==> src/rtl/key_event_ctrl_pkg.sv <==
// Shared constants, FSM encoding and event record for the key event controller.
package key_event_ctrl_pkg;

  localparam int KEYS         = 4;
  localparam int KEY_W        = 2;
  localparam int TS_W         = 8;
  localparam int DEBOUNCE_DEF = 4;
  localparam int DEPTH_DEF    = 4;

  typedef enum logic [1:0] {
    ST_IDLE  = 2'd0,
    ST_RUN   = 2'd1,
    ST_FLUSH = 2'd2
  } state_t;

  typedef struct packed {
    logic [KEY_W-1:0] key;
    logic [TS_W-1:0]  ts;
  } evt_t;

  // Fixed-priority pick: the lowest set bit wins.
  function automatic logic [KEY_W-1:0] lowest_index(input logic [KEYS-1:0] vec);
    logic [KEY_W-1:0] idx;
    idx = '0;
    for (int i = KEYS - 1; i >= 0; i--) begin
      if (vec[i]) idx = KEY_W'(i);
    end
    return idx;
  endfunction

endpackage

==> src/rtl/key_event_ctrl_debounce.sv <==
// key_debounce: two-flop synchroniser plus hold-time debouncer for one key.
module key_debounce
  import key_event_ctrl_pkg::*;
#(
  parameter int DEBOUNCE = DEBOUNCE_DEF
) (
  input  logic clk,
  input  logic rst_n,
  input  logic raw,
  output logic level,
  output logic rise
);

  localparam int CNT_W = (DEBOUNCE > 1) ? $clog2(DEBOUNCE) : 1;
  localparam logic [CNT_W-1:0] CNT_MAX = CNT_W'(DEBOUNCE - 1);

  logic             sync_p0;
  logic             sync_p1;
  logic [CNT_W-1:0] cnt;

  // rise is asserted in the first cycle that level reads 1
  always_ff @(posedge clk or negedge rst_n) begin
    if (!rst_n) begin
      sync_p0 <= 1'b0;
      sync_p1 <= 1'b0;
      cnt     <= '0;
      level   <= 1'b0;
      rise    <= 1'b0;
    end else begin
      sync_p0 <= raw;
      sync_p1 <= sync_p0;
      rise    <= 1'b0;
      if (sync_p1 == level) begin
        cnt <= '0;
      end else if (cnt == CNT_MAX) begin
        cnt   <= '0;
        level <= sync_p1;
        rise  <= sync_p1;
      end else begin
        cnt <= cnt + 1'b1;
      end
    end
  end

endmodule

==> src/rtl/key_event_ctrl.sv <==
// Key event controller: debounced keys, timestamped press capture and an event FIFO.
module key_event_ctrl
  import key_event_ctrl_pkg::*;
#(
  parameter int DEBOUNCE = DEBOUNCE_DEF,
  parameter int DEPTH    = DEPTH_DEF
) (
  input  logic             C,
  input  logic             INIT_N,
  input  logic [KEYS-1:0]  I,
  input  logic             EN,
  input  logic             EVT_READY,
  output logic [KEYS-1:0]  O,
  output logic             EVT_VALID,
  output logic [KEY_W-1:0] EVT_KEY,
  output logic [TS_W-1:0]  EVT_TS,
  output logic             OVERRUN,
  output logic             BUSY
);

  localparam int PTR_W = $clog2(DEPTH);

  logic [1:0]       rst_sync;
  logic             rst_n;
  logic [KEYS-1:0]  rise;
  state_t           state;
  state_t           state_nxt;
  logic [TS_W-1:0]  ts;
  logic [KEYS-1:0]  pending;
  logic [KEYS-1:0]  pending_nxt;
  logic [KEYS-1:0]  capture;
  logic             ovr_hit;
  logic [TS_W-1:0]  stamp [KEYS];
  logic [KEY_W-1:0] sel;
  evt_t             mem [DEPTH];
  evt_t             head;
  logic [PTR_W:0]   wr_ptr;
  logic [PTR_W:0]   rd_ptr;
  logic             empty;
  logic             full;
  logic             push;
  logic             pop;

  // Reset asserts asynchronously, releases on a clock edge
  always_ff @(posedge C or negedge INIT_N) begin
    if (!INIT_N) rst_sync <= 2'b00;
    else         rst_sync <= {rst_sync[0], 1'b1};
  end
  assign rst_n = rst_sync[1];

  for (genvar k = 0; k < KEYS; k++) begin : g_key
    key_debounce #(.DEBOUNCE(DEBOUNCE)) u_deb (
      .clk   (C),
      .rst_n (rst_n),
      .raw   (I[k]),
      .level (O[k]),
      .rise  (rise[k])
    );
  end

  always_comb begin
    state_nxt = state;
    case (state)
      ST_IDLE:  if (EN) state_nxt = ST_RUN;
      ST_RUN:   if (!EN) state_nxt = ST_FLUSH;
      ST_FLUSH: begin
        if (EN)                          state_nxt = ST_RUN;
        else if (empty && pending == '0) state_nxt = ST_IDLE;
      end
      default:  state_nxt = ST_IDLE;
    endcase
  end

  always_ff @(posedge C or negedge rst_n) begin
    if (!rst_n) state <= ST_IDLE;
    else        state <= state_nxt;
  end

  assign BUSY = (state != ST_IDLE);

  always_ff @(posedge C or negedge rst_n) begin
    if (!rst_n)                                        ts <= '0;
    else if (state == ST_IDLE && state_nxt == ST_RUN) ts <= '0;
    else if (state == ST_RUN)                         ts <= ts + 1'b1;
  end

  // FIFO bookkeeping; a pop frees the slot the same-cycle push needs
  assign empty = (wr_ptr == rd_ptr);
  assign full  = (wr_ptr[PTR_W] != rd_ptr[PTR_W]) &&
                 (wr_ptr[PTR_W-1:0] == rd_ptr[PTR_W-1:0]);
  assign pop   = !empty && EVT_READY;
  assign sel   = lowest_index(pending);
  assign push  = (state != ST_IDLE) && (pending != '0) && (!full || pop);

  always_comb begin
    pending_nxt = pending;
    capture     = '0;
    ovr_hit     = 1'b0;
    if (push) pending_nxt[sel] = 1'b0;
    if (state == ST_RUN) begin
      for (int k = 0; k < KEYS; k++) begin
        if (rise[k]) begin
          if (pending[k]) begin
            ovr_hit = 1'b1;
          end else begin
            pending_nxt[k] = 1'b1;
            capture[k]     = 1'b1;
          end
        end
      end
    end
  end

  always_ff @(posedge C or negedge rst_n) begin
    if (!rst_n) begin
      pending <= '0;
      OVERRUN <= 1'b0;
      for (int k = 0; k < KEYS; k++) stamp[k] <= '0;
    end else begin
      pending <= pending_nxt;
      if (ovr_hit) OVERRUN <= 1'b1;
      for (int k = 0; k < KEYS; k++) begin
        if (capture[k]) stamp[k] <= ts;
      end
    end
  end

  always_ff @(posedge C or negedge rst_n) begin
    if (!rst_n) begin
      wr_ptr <= '0;
      rd_ptr <= '0;
    end else begin
      if (push) wr_ptr <= wr_ptr + 1'b1;
      if (pop)  rd_ptr <= rd_ptr + 1'b1;
    end
  end

  // Storage carries data only; occupancy alone decides what is visible
  always_ff @(posedge C) begin
    if (push) mem[wr_ptr[PTR_W-1:0]] <= {sel, stamp[sel]};
  end

  assign head      = mem[rd_ptr[PTR_W-1:0]];
  assign EVT_VALID = !empty;
  assign EVT_KEY   = empty ? '0 : head.key;
  assign EVT_TS    = empty ? '0 : head.ts;

endmodule

==> config.mk <==
export PLATFORM = sky130hd
export DESIGN_NAME = key_event_ctrl
export DESIGN_NICKNAME = d
export VERILOG_FILES = /design/src/rtl/key_event_ctrl_pkg.sv /design/src/rtl/key_event_ctrl_debounce.sv /design/src/rtl/key_event_ctrl.sv
export SDC_FILE = /design/constraint.sdc
export NUM_CORES = 1
export LEC_CHECK = 0
export ABC_AREA = 1
export ABC_CLOCK_PERIOD_IN_PS = 2450
export CORE_ASPECT_RATIO = 1.25
export CORE_MARGIN = 2
export CORE_UTILIZATION = 45
export CTS_CLUSTER_SIZE = 30
export DETAILED_ROUTE_END_ITERATION = 6
export PLACE_DENSITY_LB_ADDON = 0.05
export SLEW_MARGIN = 20
export SYNTH_ARGS = -nofsm -noshare
export SYNTH_HDL_FRONTEND = slang
export SYNTH_SLANG_ARGS = --single-unit
==> constraint.sdc <==
create_clock -name C -period 2.45 [get_ports C]
set_clock_uncertainty 0.15 [all_clocks]
set_input_delay 0.49 -clock C [delete_from_list [all_inputs] [get_ports C]]
set_output_delay 0.49 -clock C [all_outputs]
set_load 0.01 [all_outputs]
==> summary.md <==
| Metric | Value |
|---|---|
| Data required time of the worst path | 1.81 ns |
| CP Launch Type | register |
| Yosys cell types | 31 |
| #FFs+latches synth | 119 |
| Final net count | 581 |
| Worst R2R Setup Slack | 0.56 ns |
| # setup viols final | 0 |
| Max Fclk | 0.4257 GHz |
| Std cell rows | 43 |
| Endpoints failing hold | 0 |
| Initial Util | 46.29% |
| CP Cell Sequence | inv_2 > buf_6 > o21ai_0 > o22ai_1 > nand2_1 > inv_1 > dlygate4sd2_1 |
| Overall Global Routing Usage | 17.48% |
| Yosys warns | 0 |
| # diodes | 0 |
| Hpwl dp | 6519 um |
| Final min period | 2.349 ns |
| CP max-delay cell | dfrtp_2 |
| Initial antenna violation count | 0 |
| Wire per inst | 13.77 um |
| Status | finished, final reports clean |
| RSZ-0062 raised after global routing | false |
| Pwr dens | 1290 nW/um2 |
| Setup TNS | 0 ns |
| Hold Path Class | in -> async |
| Worst vdd ir | 0.5092 mV |
| Boundary pin count | 25 |
| Critical path class | reg -> out |
| Vias per cell | 4.923 |
| Most frequent cells in the layout | 97 x nand2_1, 76 x dfrtp_1, 55 x inv_1, 51 x nor2_1, 40 x edfxtp_1 |
| CTS Root Cell | clkbuf_16 |
| Pleak | 2.783 nW |
| H-tree depth | 4 |
| Post-Layout Inst Area | 6210 um2 |
| CTS Hold Bufs | 0 |
| Global-route wire length before repair | 16460 um |
| Number of global-route vias before repair | 3431 |
| Initial DRC Count | 170 |
| Crit path max fanout | 10 |
| Fraction of layout cells with a size suffix above 1 | 15.65% |
| Num CTS Buffers | 17 |
| CTS sink count | 119 |
| Dpl cell area | 5578 um2 |
| Worst setup path startpoint | rd_ptr[0] |
| EDFF count, synth | 40 |
| Cells after synthesis | 514 |
| Worst-Skew Late Latency | 0.40 ns |
| GR Overflow Total | 0 |
| Synthesized Nets | 532 |
| R2r startpoint | pending[2] |
| TritonRoute pass-1 iters | 5 |
| Total Routed Length | 9776 um |
| R2R depth | 7 |
| Post-Syn Area | 5155 um2 |
| CTS tree | done |
| Die W | 99.73 um |
| Via count | 3495 |
| DRC viols | 0 |
| Area delta synth->final | 20.46% |
| RePlAce Congestion | 0.7767 |
| Worst path max stage delay | 0.45 ns |
| Critical Path Sink Type | primary output |
| Max-cap check violation count | 0 |
| PortBufs | 24 |
| Die H | 123.7 um |
| Async SR Flop Fraction | 66.39% |
| Ratio of final minimum period to clock period | 95.88% |
| Post-DRT Antenna Nets | 0 |
| Clock slew at reported path FFs | 0.05 ns |
| Post-synth top flop | dfrtp_1 |
| CORE AREA | 11140 um2 |
| Largest net degree at the start of global routing | 36 |
| DIE AREA | 12330 um2 |
| Seq/Total Area, Yosys | 61.65% |
| WP data arrival | 1.71 ns |
| Max-slew violations | 0 |
| Max clock buf depth | 2 |
| Commonest non-fill, non-tap cell in the layout | nand2_1 |
| Mean Syn Cell Area | 10.03 um2 |
| FF-to-FF End | mem[1][4] |
==> state kept, by name, indices dropped and copies added, names as in the netlist <==
name and count:
pending 4, g_key.u_deb.level 4, g_key.u_deb.cnt 8, ts 8, mem 40, g_key.u_deb.sync_p0 4, rst_sync 2, OVERRUN 1
g_key.u_deb.sync_p1 4, stamp 32, state 2, g_key.u_deb.rise 4, rd_ptr 3, wr_ptr 3
==> how the worst max path moves through the flow <==
stage / endpoint / cells after the start
3_5_place_dp: EVT_TS[7] / 8
2_1_floorplan: mem[0][0] / 6
6_report: EVT_KEY[0] / 7
4_1_cts: EVT_TS[7] / 8
5_1_grt: EVT_TS[4] / 7
3_3_place_gp: EVT_TS[5] / 8
==> routing by layer <==
layer | GRT usage, % | vias to the layer above | wire length (um)
li1 | - | 1791 | -
met1 | 21.32 | 1636 | 4280
met2 | 29.98 | 59 | 5043
met3 | 4.714 | 9 | 318
met4 | 6.336 | 0 | 133
met5 | 0 | - | 0
==> synthesized netlist by cell type (4+ instances only) <==
cell type | instances | area [um2]
a21oi_1 | 8 | 40.04
buf_4 | 6 | 45.04
buf_6 | 4 | 45.04
clkbuf_1 | 5 | 18.77
dfrtp_1 | 79 | 1977
edfxtp_1 | 40 | 1201
ha_1 | 10 | 125.1
inv_1 | 56 | 210.2
inv_2 | 5 | 18.77
nand2_1 | 108 | 405.4
nand3_1 | 9 | 45.04
nand3_4 | 4 | 70.07
nor2_1 | 52 | 195.2
nor3_1 | 6 | 30.03
o211ai_1 | 8 | 60.06
o21ai_0 | 40 | 200.2
o21ai_1 | 33 | 165.2
o21ai_2 | 7 | 61.31
o22ai_1 | 10 | 62.56
xnor2_1 | 6 | 52.55
==> worst max-delay path: cells and delay by family, from the launching register on <==
| family | cells | cell delay (ns) |
|---|---|---|
| buf+inv | 4 | 0.55 |
| flops | 1 | 0.45 |
| compound gates | 2 | 0.24 |
| simple gates | 1 | 0.07 |
==> final cells by class <==
class / count / area [um2]
well taps: 135 / 168.9
clock inverters: 4 / 20.02
flip-flops and latches: 119 / 3184
clock buffers: 27 / 503.0
fillers: 993 / 4927
multi-input cells: 317 / 1677
repair buffers: 47 / 427.9
inverters: 61 / 229.0
==> cell families after synthesis <==
kind of cell    after synthesis  share of synthesized area, %
compound gates              110                         12.04
buf+inv                      79                         6.820
xor+xnor                      6                         1.019
fa+ha+maj                    10                         2.427
flops                       119                         61.65
other cells                   1                       0.07275
simple gates                189                         15.97
==> timing repair <==
| item | in CTS | in global routing |
|---|---|---|
| buffers inserted | 3 | 3 |
| resized for setup | 23 | 21 |
| cloned | 1 | 1 |
| endpoints found under the hold margin | 0 | 0 |
| pin swaps | 0 | 9 |
| setup endpoints to repair | 11 | 10 |
==> stage by stage <==
step / hold WS (ns) / total power [mW] / std cells / worst slack (ns) / utilization [%]
floorplan: 0.04441 / 4.705 / 514 / 0.5483 / -
global placement: 0.1534 / 5.663 / 671 / 0.1190 / 50.08
detailed placement: 0.1590 / 5.735 / 671 / 0.05143 / 50.08
CTS: 0.08683 / 7.934 / 706 / 0.06371 / 55.21
global route: 0.09439 / 8.646 / 710 / 0.002220 / 55.76
finish: 0.1046 / 8.012 / 710 / 0.1010 / 55.76
==> power by group <==
part	total (mW)	switching (mW)	internal (mW)
combinational	2.97	1.82	1.15
clock	2.15	0.764	1.38
sequential	2.90	0.249	2.65
total	8.01	2.83	5.18
Power figures use the tool's default switching activity.
